==> src/rtl/stb_window_ctrl_if.sv <==
// Result channel between the window sequencer and the binary consumer.
// The producer drives result/result_valid; the consumer drives result_ready.
interface stb_window_ctrl_if #(
    parameter int WIDTH = 8
);
    logic [WIDTH-1:0] result;
    logic             result_valid;
    logic             result_ready;

    modport master (output result, output result_valid, input result_ready);
    modport slave  (input result, input result_valid, output result_ready);
endinterface

==> src/rtl/stb_window_ctrl.sv <==
// Start-triggered 2^L-cycle window that counts stochastic ones and hands out a scaled result.
// Optional abort input is enabled by defining STB_WINDOW_CTRL_ABORT_EN.
//
// state | meaning
// IDLE  | waiting for start; result held, result_valid low
// RUN   | stream enabled, accumulating bit_in for 2^L cycles
// HOLD  | result_valid high until the consumer accepts it
module stb_window_ctrl #(
    parameter int WIDTH = 8,
    parameter int LW    = $clog2(WIDTH + 1)
) (
    input  logic          clk,
    input  logic          resetn,
    input  logic          start,
    input  logic [LW-1:0] len_log2,
    input  logic          bit_in,
`ifdef STB_WINDOW_CTRL_ABORT_EN
    input  logic          abort,
`endif
    output logic          stream_en,
    output logic          busy,
    stb_window_ctrl_if.master res_if
);

    typedef enum logic [1:0] {IDLE, RUN, HOLD} state_t;

    state_t         state;
    logic [LW-1:0]  l_reg;
    logic [WIDTH:0] ones;
    logic [WIDTH:0] cyc;
    logic [WIDTH:0] last_cyc;
    logic [WIDTH:0] final_cnt;
    logic [WIDTH:0] scaled;
    logic [LW-1:0]  sh_amt;
    logic [WIDTH-1:0] sat_result;
    logic           abort_hit;

`ifdef STB_WINDOW_CTRL_ABORT_EN
    assign abort_hit = abort;
`else
    assign abort_hit = 1'b0;
`endif

    function automatic logic [LW-1:0] clamp_len(input logic [LW-1:0] l);
        if (l == '0 || l > LW'(WIDTH)) begin
            return LW'(WIDTH);
        end
        return l;
    endfunction

    // final count never exceeds 2^L, so the shifted value fits in WIDTH+1 bits
    assign last_cyc   = ((WIDTH + 1)'(1) << l_reg) - (WIDTH + 1)'(1);
    assign final_cnt  = ones + {{WIDTH{1'b0}}, bit_in};
    assign sh_amt     = LW'(WIDTH) - l_reg;
    assign scaled     = final_cnt << sh_amt;
    assign sat_result = scaled[WIDTH] ? {WIDTH{1'b1}} : scaled[WIDTH-1:0];

    assign stream_en = (state == RUN);
    assign busy      = (state != IDLE);

    always_ff @(posedge clk or negedge resetn) begin
        if (!resetn) begin
            state               <= IDLE;
            l_reg               <= LW'(WIDTH);
            ones                <= '0;
            cyc                 <= '0;
            res_if.result       <= '0;
            res_if.result_valid <= 1'b0;
        end else if (abort_hit) begin
            state               <= IDLE;
            res_if.result_valid <= 1'b0;
        end else begin
            case (state)
                IDLE: begin
                    if (start) begin
                        l_reg <= clamp_len(len_log2);
                        ones  <= '0;
                        cyc   <= '0;
                        state <= RUN;
                    end
                end
                RUN: begin
                    if (cyc == last_cyc) begin
                        res_if.result       <= sat_result;
                        res_if.result_valid <= 1'b1;
                        state               <= HOLD;
                    end else begin
                        ones <= final_cnt;
                        cyc  <= cyc + (WIDTH + 1)'(1);
                    end
                end
                HOLD: begin
                    if (res_if.result_ready) begin
                        res_if.result_valid <= 1'b0;
                        if (start) begin
                            l_reg <= clamp_len(len_log2);
                            ones  <= '0;
                            cyc   <= '0;
                            state <= RUN;
                        end else begin
                            state <= IDLE;
                        end
                    end
                end
                default: begin
                    state               <= IDLE;
                    res_if.result_valid <= 1'b0;
                end
            endcase
        end
    end

endmodule

==> src/flat_wrapper.sv <==
// flat-port wrapper written by rule: the top's interface ports become plain ports
module stb_window_ctrl_flat 
#(
    parameter int WIDTH = 8,
    parameter int LW    = $clog2(WIDTH + 1)
)
  (clk, resetn, start, len_log2, bit_in, stream_en, busy, res_if_result, res_if_result_valid, res_if_result_ready);
  stb_window_ctrl_if #(.WIDTH(WIDTH)) res_if_i ();
  input  logic clk;
  input  logic resetn;
  input  logic start;
  input  logic [LW-1:0] len_log2;
  input  logic bit_in;
  output logic stream_en;
  output logic busy;
  output wire logic [$bits(res_if_i.result)-1:0] res_if_result;
  output wire logic [$bits(res_if_i.result_valid)-1:0] res_if_result_valid;
  input wire logic [$bits(res_if_i.result_ready)-1:0] res_if_result_ready;
  assign res_if_result = res_if_i.result;
  assign res_if_result_valid = res_if_i.result_valid;
  assign res_if_i.result_ready = res_if_result_ready;
  stb_window_ctrl #(.WIDTH(WIDTH), .LW(LW)) u_core (.clk(clk), .resetn(resetn), .start(start), .len_log2(len_log2), .bit_in(bit_in), .stream_en(stream_en), .busy(busy), .res_if(res_if_i));
endmodule
==> config.mk <==
export PLATFORM = sky130hd
export DESIGN_NAME = stb_window_ctrl_flat
export DESIGN_NICKNAME = d
export VERILOG_FILES = /design/src/rtl/stb_window_ctrl_if.sv /design/src/rtl/stb_window_ctrl.sv /design/src/flat_wrapper.sv
export SDC_FILE = /design/constraint.sdc
export NUM_CORES = 1
export LEC_CHECK = 0
export CAP_MARGIN = 5
export CORE_MARGIN = 4
export CORE_UTILIZATION = 59
export CTS_CLUSTER_DIAMETER = 80
export CTS_CLUSTER_SIZE = 40
export DETAILED_ROUTE_END_ITERATION = 12
export PLACE_DENSITY_LB_ADDON = 0.05
export REMOVE_ABC_BUFFERS = 1
export SLEW_MARGIN = 10
export SYNTH_ARGS = -nofsm -noshare
export SYNTH_HDL_FRONTEND = slang
export SYNTH_SLANG_ARGS = --single-unit
==> constraint.sdc <==
create_clock -name clk -period 4.05 [get_ports clk]
set_input_delay 0.81 -clock clk [delete_from_list [all_inputs] [get_ports clk]]
set_output_delay 0.81 -clock clk [all_outputs]
set_load 0.02 [all_outputs]
Word level (Yosys, flattened, before mapping)
Index checks and enable logic that the tools add are counted.
{"block": "word_totals", "register_bits": 33, "latchBits": 0, "ramBits": 0, "rom_bits": 0, "out_inout_bits": 11, "wordCells": 62, "memories": 0}
{"block": "op_classes", "addsub": 4, "multipliers": 0, "n_div": 0, "n_lt_le_gt_ge": 1, "eq_ne": 8, "n_shift": 2, "muxes": 29, "bitwise": 1, "n_reduce_logical": 11}
{"cell": "$mux W9", "count": 6}
{"cell": "$pmux W9 S3", "count": 2}
{"cell": "$mux W4", "count": 6}
{"cell": "$add A9 B1 Y9", "count": 1}
{"cell": "$add A9 B1 Y9 const B", "count": 1}
{"cell": "$eq A9 B9 Y1", "count": 1}
{"cell": "$reduce_and A3 Y1", "count": 3}
{"cell": "$shl A1 B4 Y9 const A", "count": 1}
{"cell": "$shl A9 B4 Y9", "count": 1}
{"cell": "$sub A9 B2 Y9 const B", "count": 1}
{"cell": "$mux W1", "count": 8}
{"cell": "$mux W8", "count": 1}
{"cell": "$ne A2 B2 Y1 const B", "count": 4}
{"cell": "$pmux W4 S2", "count": 1}
{"cell": "$mux W2", "count": 3}
{"cell": "$pmux W2 S3", "count": 1}
{"cell": "$gt A4 B4 Y1 const B", "count": 1}
{"cell": "$logic_not A4 Y1", "count": 1}
{"cell": "$reduce_and A4 Y1", "count": 1}
{"cell": "$reduce_bool A2 Y1", "count": 2}
{"cell": "$sub A4 B4 Y4 const A", "count": 1}
{"cell": "$pmux W1 S3", "count": 1}
{"cell": "$reduce_bool A3 Y1", "count": 1}
{"cell": "$eq A2 B1 Y1 const B", "count": 1}
{"cell": "6 further kinds", "count": 6}

Longest topological paths before layout
Gate-level depths: netlist of run 1.
{"block": "depth", "ltp_word": 10, "mapped_depth": 16, "depth_no_buf": 12}

Worst setup path after synthesis of run 1
No wires, ideal clock.
{"block": "synth_path", "path_type": "reg-to-reg", "startpoint": "register u_core.l_reg[0]", "endpoint": "register u_core.res_if.result[3]", "setup_time_ps": 125, "t_arrival_ps": 3264, "required_time_ps": 3925, "setup_slack_ps": 662, "stages_incl_launch_ff": 15, "path_buffers": 3, "period_less_slack_ps": 3388, "cell_sequence": "dfrtp_1 -> inv_2 -> ha_1 -> ha_1 -> clkbuf_1 -> nand2b_1 -> ha_1 -> clkbuf_1 -> a211oi_1 -> a311o_1 -> a31o_1 -> nor4_2 -> and2_1 -> buf_4 -> mux2_2"}
{"block": "synth_between", "elab_chain_len": 4, "elab_cells_between_ends": 7, "classes_between": "add/sub: 2; eq/ne: 1; shift: 2; mux: 1; reduce/logical: 1"}
{"element": "start, declared", "line": "stb_window_ctrl.sv:28", "source": "logic [LW-1:0] l_reg;"}
{"element": "start signal, assigned", "line": "stb_window_ctrl.sv:64", "source": "l_reg <= LW'(WIDTH);"}
{"element": "start signal, assigned", "line": "stb_window_ctrl.sv:76", "source": "l_reg <= clamp_len(len_log2);"}
{"element": "start signal, assigned", "line": "stb_window_ctrl.sv:96", "source": "l_reg <= clamp_len(len_log2);"}
{"element": "$shl A1 B4 Y9", "line": "stb_window_ctrl.sv:52", "source": "assign last_cyc = ((WIDTH + 1)'(1) << l_reg) - (WIDTH + 1)'(1);"}
{"element": "$sub A9 B2 Y9", "line": "stb_window_ctrl.sv:52"}
{"element": "$eq A9 B9 Y1", "line": "stb_window_ctrl.sv:83", "source": "if (cyc == last_cyc) begin"}
{"element": "$reduce_and A2 Y1 (no source line)"}
{"element": "end signal, assigned", "line": "stb_window_ctrl.sv:84", "source": "res_if.result <= sat_result;"}
{"element": "end, declared", "line": "stb_window_ctrl_if.sv:10", "source": "modport master (output result, output result_valid, input result_ready);"}
Parallel ways exist; a longest one is shown, timed or not.
A chain may end at the register's enable or synchronous reset.

Worst setup path in the final report of run 1
{"block": "layout_path", "startpoint": "register u_core.l_reg[1]", "endpoint": "register u_core.res_if.result[6]"}
Same word-level chain as after synthesis.

==> impl_metrics.ini, run 1 <==
[floorplanning]
start_util = 0.633
core-area_sq_um = 4140
io_pins = 20
placementRows = 23
fp.dieH_um = 74.7
die_x_um = 74.7
dieArea_sq_um = 5580

[global_routing]
gr-total-overflow = 0
grtUsageTotal = 0.226
grt_antenna_before_repair = 0
grt_pass1_wl_mm = 9.55
grt_pass1_vias = 2018
grt_max_degree = 34

[timing]
final_hold_viol_count = 0
setup_viol = 0
slew_violations = 0
worst_pin_slew_ns = 0.816
timing.final.crit_share = 0.909
slew_headroom = 0.456
skew_ns = 0.00968
period_minus_slack_ns = 3.68
setup_tns_ns = 0
grt_setup_unrepaired = false
max_freq_mhz = 272
timing.hold.ws_ns = 0.510

[logic_synthesis]
syn_avg_cell_area_sq_um = 8.69
ys.flop_type = dfrtp_1
synth_warnings = 0
ys_seq_area_frac = 0.315
synth_cell_types = 68
synth_edf_count = 0
syn_inst = 302
synthesis.area_sq_um = 2630
ys_top_cells_by_area = dfrtp_1 (31%), mux2i_1 (7.2%), nand2_1 (5.0%), ha_1 (4.8%), o21ai_0 (3.2%)
synth_area_leader_cell = dfrtp_1
post-synth-top-area-fraction = 0.305
async_flop_share = 1.00
ys_ff_latch = 33

[drt]
drc_errors = 0
wire_per_inst_um = 16.1
vias = 2243
via_per_inst = 6.20
dr.first_iter.drc_count = 181
wl_mm = 5.83
ant_nets = 0
dr.pass1.iters = 7

[place]
gp_congestion = 0.944
dp_hpwl_mm = 4.19
port_buffers = 19

[cells_and_area]
mostFrequentLayoutCells = nand2_1 (35), dfrtp_1 (32), mux2i_1 (19), clkdlybuf4s50_1 (19), o21ai_0 (17)
diodes = 0
final_common_cell = nand2_1
top_regs = u_core.cyc x9, u_core.ones x9, u_core.res_if.result x8
nFillCells = 351
multi_input_area_sq_um = 1620
synthToLayoutAreaGrowth_pct = 10.7
regArea_sq_um = 827
nets = 330
drive_gt1_frac = 0.106

[cts]
cts_hold_buf = 0
cts_tree = done
cts_root_buf = clkbuf_8
clk_pin_slew_ns = 0.07
clk_path_buf_depth = 2
cts_setup_buffers = 0
worstSkewPairLatency_ns = 0.29
numCtsBuffers = 5
htree_levels = 2
cts.sinks = 33

[worst_hold_path]
hp-class = reg2reg

[worst_setup_path]
path_class = reg2reg
arrival_ns = 3.84
critPathLaunchType = flop
path_max_fanout = 11
cp.required_ns = 4.21
crit_path_end_kind = flop

[power_and_ir_drop]
p_per_area_nw_per_um2 = 676
p_leak_nw = 1.22
irDropWorstVdd_mv = 0.391

[status]
status = complete, no violations

[run]
drv_cap = 0
[cells by family after synthesis]
family,Yosys count,share of synthesized area
buf+inv,37,0.0672
mux,25,0.0996
flops,33,0.315
compound gates,81,0.221
fa+ha+maj,10,0.0477
simple gates,104,0.209
xor+xnor,12,0.0400
[synth_stat cells, types with 2 or more instances]
cell type / count
a211o_1: 2
a211oi_1: 6
a21oi_1: 7
a311o_1: 2
a311oi_1: 2
a31o_1: 2
a31o_2: 2
a31oi_1: 3
and2_1: 3
and3_1: 3
buf_1: 2
buf_2: 3
buf_4: 7
clkbuf_1: 11
dfrtp_1: 32
ha_1: 10
inv_1: 11
mux2_2: 4
mux2i_1: 19
nand2_1: 35
nand2b_1: 13
nand3_1: 9
nand4_1: 3
nor2_1: 8
nor2b_1: 3
nor3_1: 12
nor3b_1: 2
o211ai_1: 7
o21a_1: 2
o21ai_0: 17
o21bai_1: 4
o22ai_1: 2
o311ai_0: 3
o31a_1: 2
o31ai_1: 6
xnor2_1: 8
xor2_1: 4
[worst max-delay path: stages (launching register included)]
cell and delay (ns):
dfrtp_1 0.43, inv_1 0.09, ha_1 0.21, ha_1 0.30, nand2b_1 0.18, ha_1 0.42
nand2b_1 0.15, a2111oi_2 0.26, xnor2_1 0.16, a22oi_1 0.13, nor4_2 0.37, and2_1 0.47
mux2_2 0.39
[cell type report]
| type | count | share of cell area |
|---|---|---|
| multi-input cells | 232 | 0.559 |
| well taps | 50 | 0.0215 |
| inverters | 13 | 0.0168 |
| clock inverters | 1 | 0.00172 |
| flip-flops and latches | 33 | 0.285 |
| clock buffers | 7 | 0.0331 |
| repair buffers | 26 | 0.0835 |
[final timing paths]
check | start | to | slack [ns] | cells after the start
max reg2reg | u_core.l_reg[1]$_DFFE_PN0P_ | u_core.res_if.result[6]$_DFFE_PN0P_ | 0.37 | 12
max | u_core.l_reg[1]$_DFFE_PN0P_ | u_core.res_if.result[6]$_DFFE_PN0P_ | 0.37 | 12
max in group asynchronous | resetn | u_core.l_reg[3]$_DFFE_PN1P_ | 2.79 | 2
min reg2reg | u_core.res_if.result[6]$_DFFE_PN0P_ | u_core.res_if.result[6]$_DFFE_PN0P_ | 0.51 | 1
min | u_core.res_if.result[6]$_DFFE_PN0P_ | u_core.res_if.result[6]$_DFFE_PN0P_ | 0.51 | 1
min in group asynchronous | resetn | u_core.cyc[4]$_DFFE_PN0P_ | 0.92 | 2
[per-stage QoR]
step / setup slack [ns] / util / area, sq um / cells / total power [mW]
after global placement: 0.319 / 0.676 / 2800 / 354 / 1.67
final: 0.370 / 0.701 / 2910 / 362 / 1.97
after floorplan: -0.240 / - / 2500 / 278 / 1.40
after detailed placement: 0.229 / 0.676 / 2800 / 354 / 1.68
after CTS: 0.307 / 0.701 / 2900 / 362 / 1.96
after global routing: 0.105 / 0.701 / 2910 / 362 / 2.14
[power by group]
group | internal (mW) | total [mW] | switching [mW]
clock | 0.154 | 0.273 | 0.120
combinational | 0.491 | 1.12 | 0.632
sequential | 0.425 | 0.569 | 0.145
[metal layers]
| layer | vias up | global-route usage | share of wire |
|---|---|---|---|
| met2 | 41 | 0.363 | 0.46 |
| met4 | 0 | 0.0751 | 0.015 |
| met3 | 8 | 0.0401 | 0.046 |
| li1 | 1126 | - | - |
| met5 | - | 0 | 0 |
| met1 | 1068 | 0.309 | 0.47 |
[repair_timing]
action                                  CTS  global route
gates resized for setup                   0             1
endpoints found under the setup margin    0             2
endpoints found under the hold margin     0             0
(Power assumes the default switching activity.)
==> run 2, diff against run 1 <==
- SLEW_MARGIN: 10 -> 30
==> results of run 2 <==
No change in the layout: final DEF, timing and power equal those of run 1.
==> run 3, diff against run 2 <==
- CORE_UTILIZATION: 59 -> 53
- clock period: 4.05 -> 3.1 ns (I/O delays scaled with it)
==> impl_metrics.ini, run 3 (same netlist as run 1, synthesis figures left out) <==
[status]
status = complete, no violations

[global_routing]
grt_antenna_before_repair = 0
grt_pass1_vias = 2201
grtUsageTotal = 0.217
gr-total-overflow = 0
grt_max_degree = 34
grt_pass1_wl_mm = 10.6

[place]
port_buffers = 19
dp_hpwl_mm = 4.53
place_area_sq_um = 3030
gp_congestion = 0.845

[power_and_ir_drop]
p_leak_nw = 1.39
p_per_area_nw_per_um2 = 868
irDropWorstVdd_mv = 0.492

[floorplanning]
fp.dieH_um = 78.4
core-area_sq_um = 4750
die_x_um = 78.4
dieArea_sq_um = 6140
io_pins = 20
start_util = 0.552
placementRows = 25

[cts]
clk_pin_slew_ns = 0.07
cts_tree = done
cts.sinks = 33
clk_path_buf_depth = 2
worstSkewPairLatency_ns = 0.28
cts_root_buf = clkbuf_8
htree_levels = 2
numCtsBuffers = 5
cts_hold_buf = 0

[worst_setup_path]
path_class = reg2reg
cp.required_ns = 3.30
cp_cell_sequence = buf_4 -> ha_1 -> buf_4 -> or4b_1 -> o21ai_0 -> a31oi_1 -> o2111ai_2 -> nor4_4 -> buf_4 -> buf_4 -> buf_4 -> nor3b_1 -> mux2i_1
critPathLaunchType = flop
arrival_ns = 3.19
crit_path_end_kind = flop
r2r_setup_slack_ns = 0.11
cpMostUsedCell = buf_4
cpPeakStageDelay_ns = 0.49
slowest_stage = or4b_1
path_max_fanout = 7

[timing]
setup_viol = 0
timing.final.crit_share = 0.963
final_hold_viol_count = 0
worst_pin_slew_ns = 0.471
skew_ns = 0.00457
grt_setup_unrepaired = true
max_freq_mhz = 335
slew_violations = 0
slew_headroom = 0.684
setup_tns_ns = 0
period_minus_slack_ns = 2.99

[drt]
dr.pass1.iters = 4
via_per_inst = 5.80
wl_mm = 6.31
drc_errors = 0
ant_nets = 0
wire_per_inst_um = 15.3
vias = 2394
dr.first_iter.drc_count = 170

[cells_and_area]
mostFrequentLayoutCells = buf_4 (40), nand2_1 (35), dfrtp_1 (32)
postLayoutCellArea_sq_um = 3220
top_regs = u_core.cyc x9, u_core.ones x9, u_core.res_if.result x8
final_common_cell = buf_4
nets = 364
synthToLayoutAreaGrowth_pct = 22.6
diodes = 0
drive_gt1_frac = 0.211

[run]
drv_cap = 0

[worst_hold_path]
hp-class = reg2reg
## run 3: changes by cell type in the layout (fill, tap and decap cells not counted), sizes merged
cell / change
buf: +34
clkbuf: +1
clkinv: -1
## run 3: cell type report
| class | count | area (sq um) |
|---|---|---|
| sequential | 33 | 827 |
| clock buffer | 8 | 80.1 |
| inverter | 13 | 48.8 |
| tap | 67 | 83.8 |
| fill | 417 | 1540 |
| multi-input combinational | 232 | 1680 |
| timing repair buffer | 60 | 502 |
## run 3: layer usage
layer | vias up | track usage | wire [um]
met1 | 1157 | 0.290 | 2890
met3 | 7 | 0.0367 | 197
li1 | 1187 | - | -
met5 | - | 0 | 0
met4 | 0 | 0.0769 | 93
met2 | 43 | 0.354 | 3130
## run 3: path summary, 6_finish.rpt
kind                                                          start                                   to  cells after the start
worst min-delay path            u_core.res_if.result[0]$_DFFE_PN0P_  u_core.res_if.result[0]$_DFFE_PN0P_                      1
min in group asynchronous                                    resetn            u_core.cyc[7]$_DFFE_PN0P_                      2
worst max register to register          u_core.l_reg[0]$_DFFE_PN0P_            u_core.cyc[3]$_DFFE_PN0P_                     13
max in group asynchronous                                    resetn          u_core.l_reg[3]$_DFFE_PN1P_                      2
worst min register to register  u_core.res_if.result[0]$_DFFE_PN0P_  u_core.res_if.result[0]$_DFFE_PN0P_                      1
worst max-delay path                    u_core.l_reg[0]$_DFFE_PN0P_            u_core.cyc[3]$_DFFE_PN0P_                     13
## run 3: stage by stage
step / cells / setup slack [ns] / hold WS [ns] / power (mW) / utilization
3_3_place_gp: 399 / -0.260 / 0.477 / 2.33 / 0.638
6_report: 413 / 0.113 / 0.491 / 2.79 / 0.677
2_1_floorplan: 278 / -1.19 / 0.324 / 1.83 / -
5_1_grt: 413 / -0.0275 / 0.539 / 3.04 / 0.677
4_1_cts: 408 / 0.00916 / 0.500 / 2.71 / 0.657
3_5_place_dp: 399 / -0.345 / 0.479 / 2.36 / 0.638
## run 3: what timing repair did
| action | 4_1_cts | 5_1_grt |
|---|---|---|
| pin swaps | 1 | 2 |
| gates resized for setup | 1 | 14 |
| buffers inserted | 1 | 5 |
| setup endpoints to repair | 6 | 21 |
## run 3: critical path: cells and delay by family (launching register included)
family	cells	cell delay, ns
flip-flops	1	0.39
AND/OR/NAND/NOR	3	0.80
buffers and inverters	5	0.77
adder cells (fa/ha/maj)	1	0.26
multiplexers	1	0.21
AO/OA/AOI/OAI	3	0.48
## run 3: report_power, final
| part | internal, mW | total, mW | leakage (nW) | switching (mW) |
|---|---|---|---|---|
| combinational | 0.822 | 1.75 | 0.933 | 0.931 |
| clock | 0.159 | 0.310 | 0.0395 | 0.150 |
| sequential | 0.554 | 0.731 | 0.413 | 0.177 |
| total | 1.54 | 2.79 | 1.39 | 1.26 |
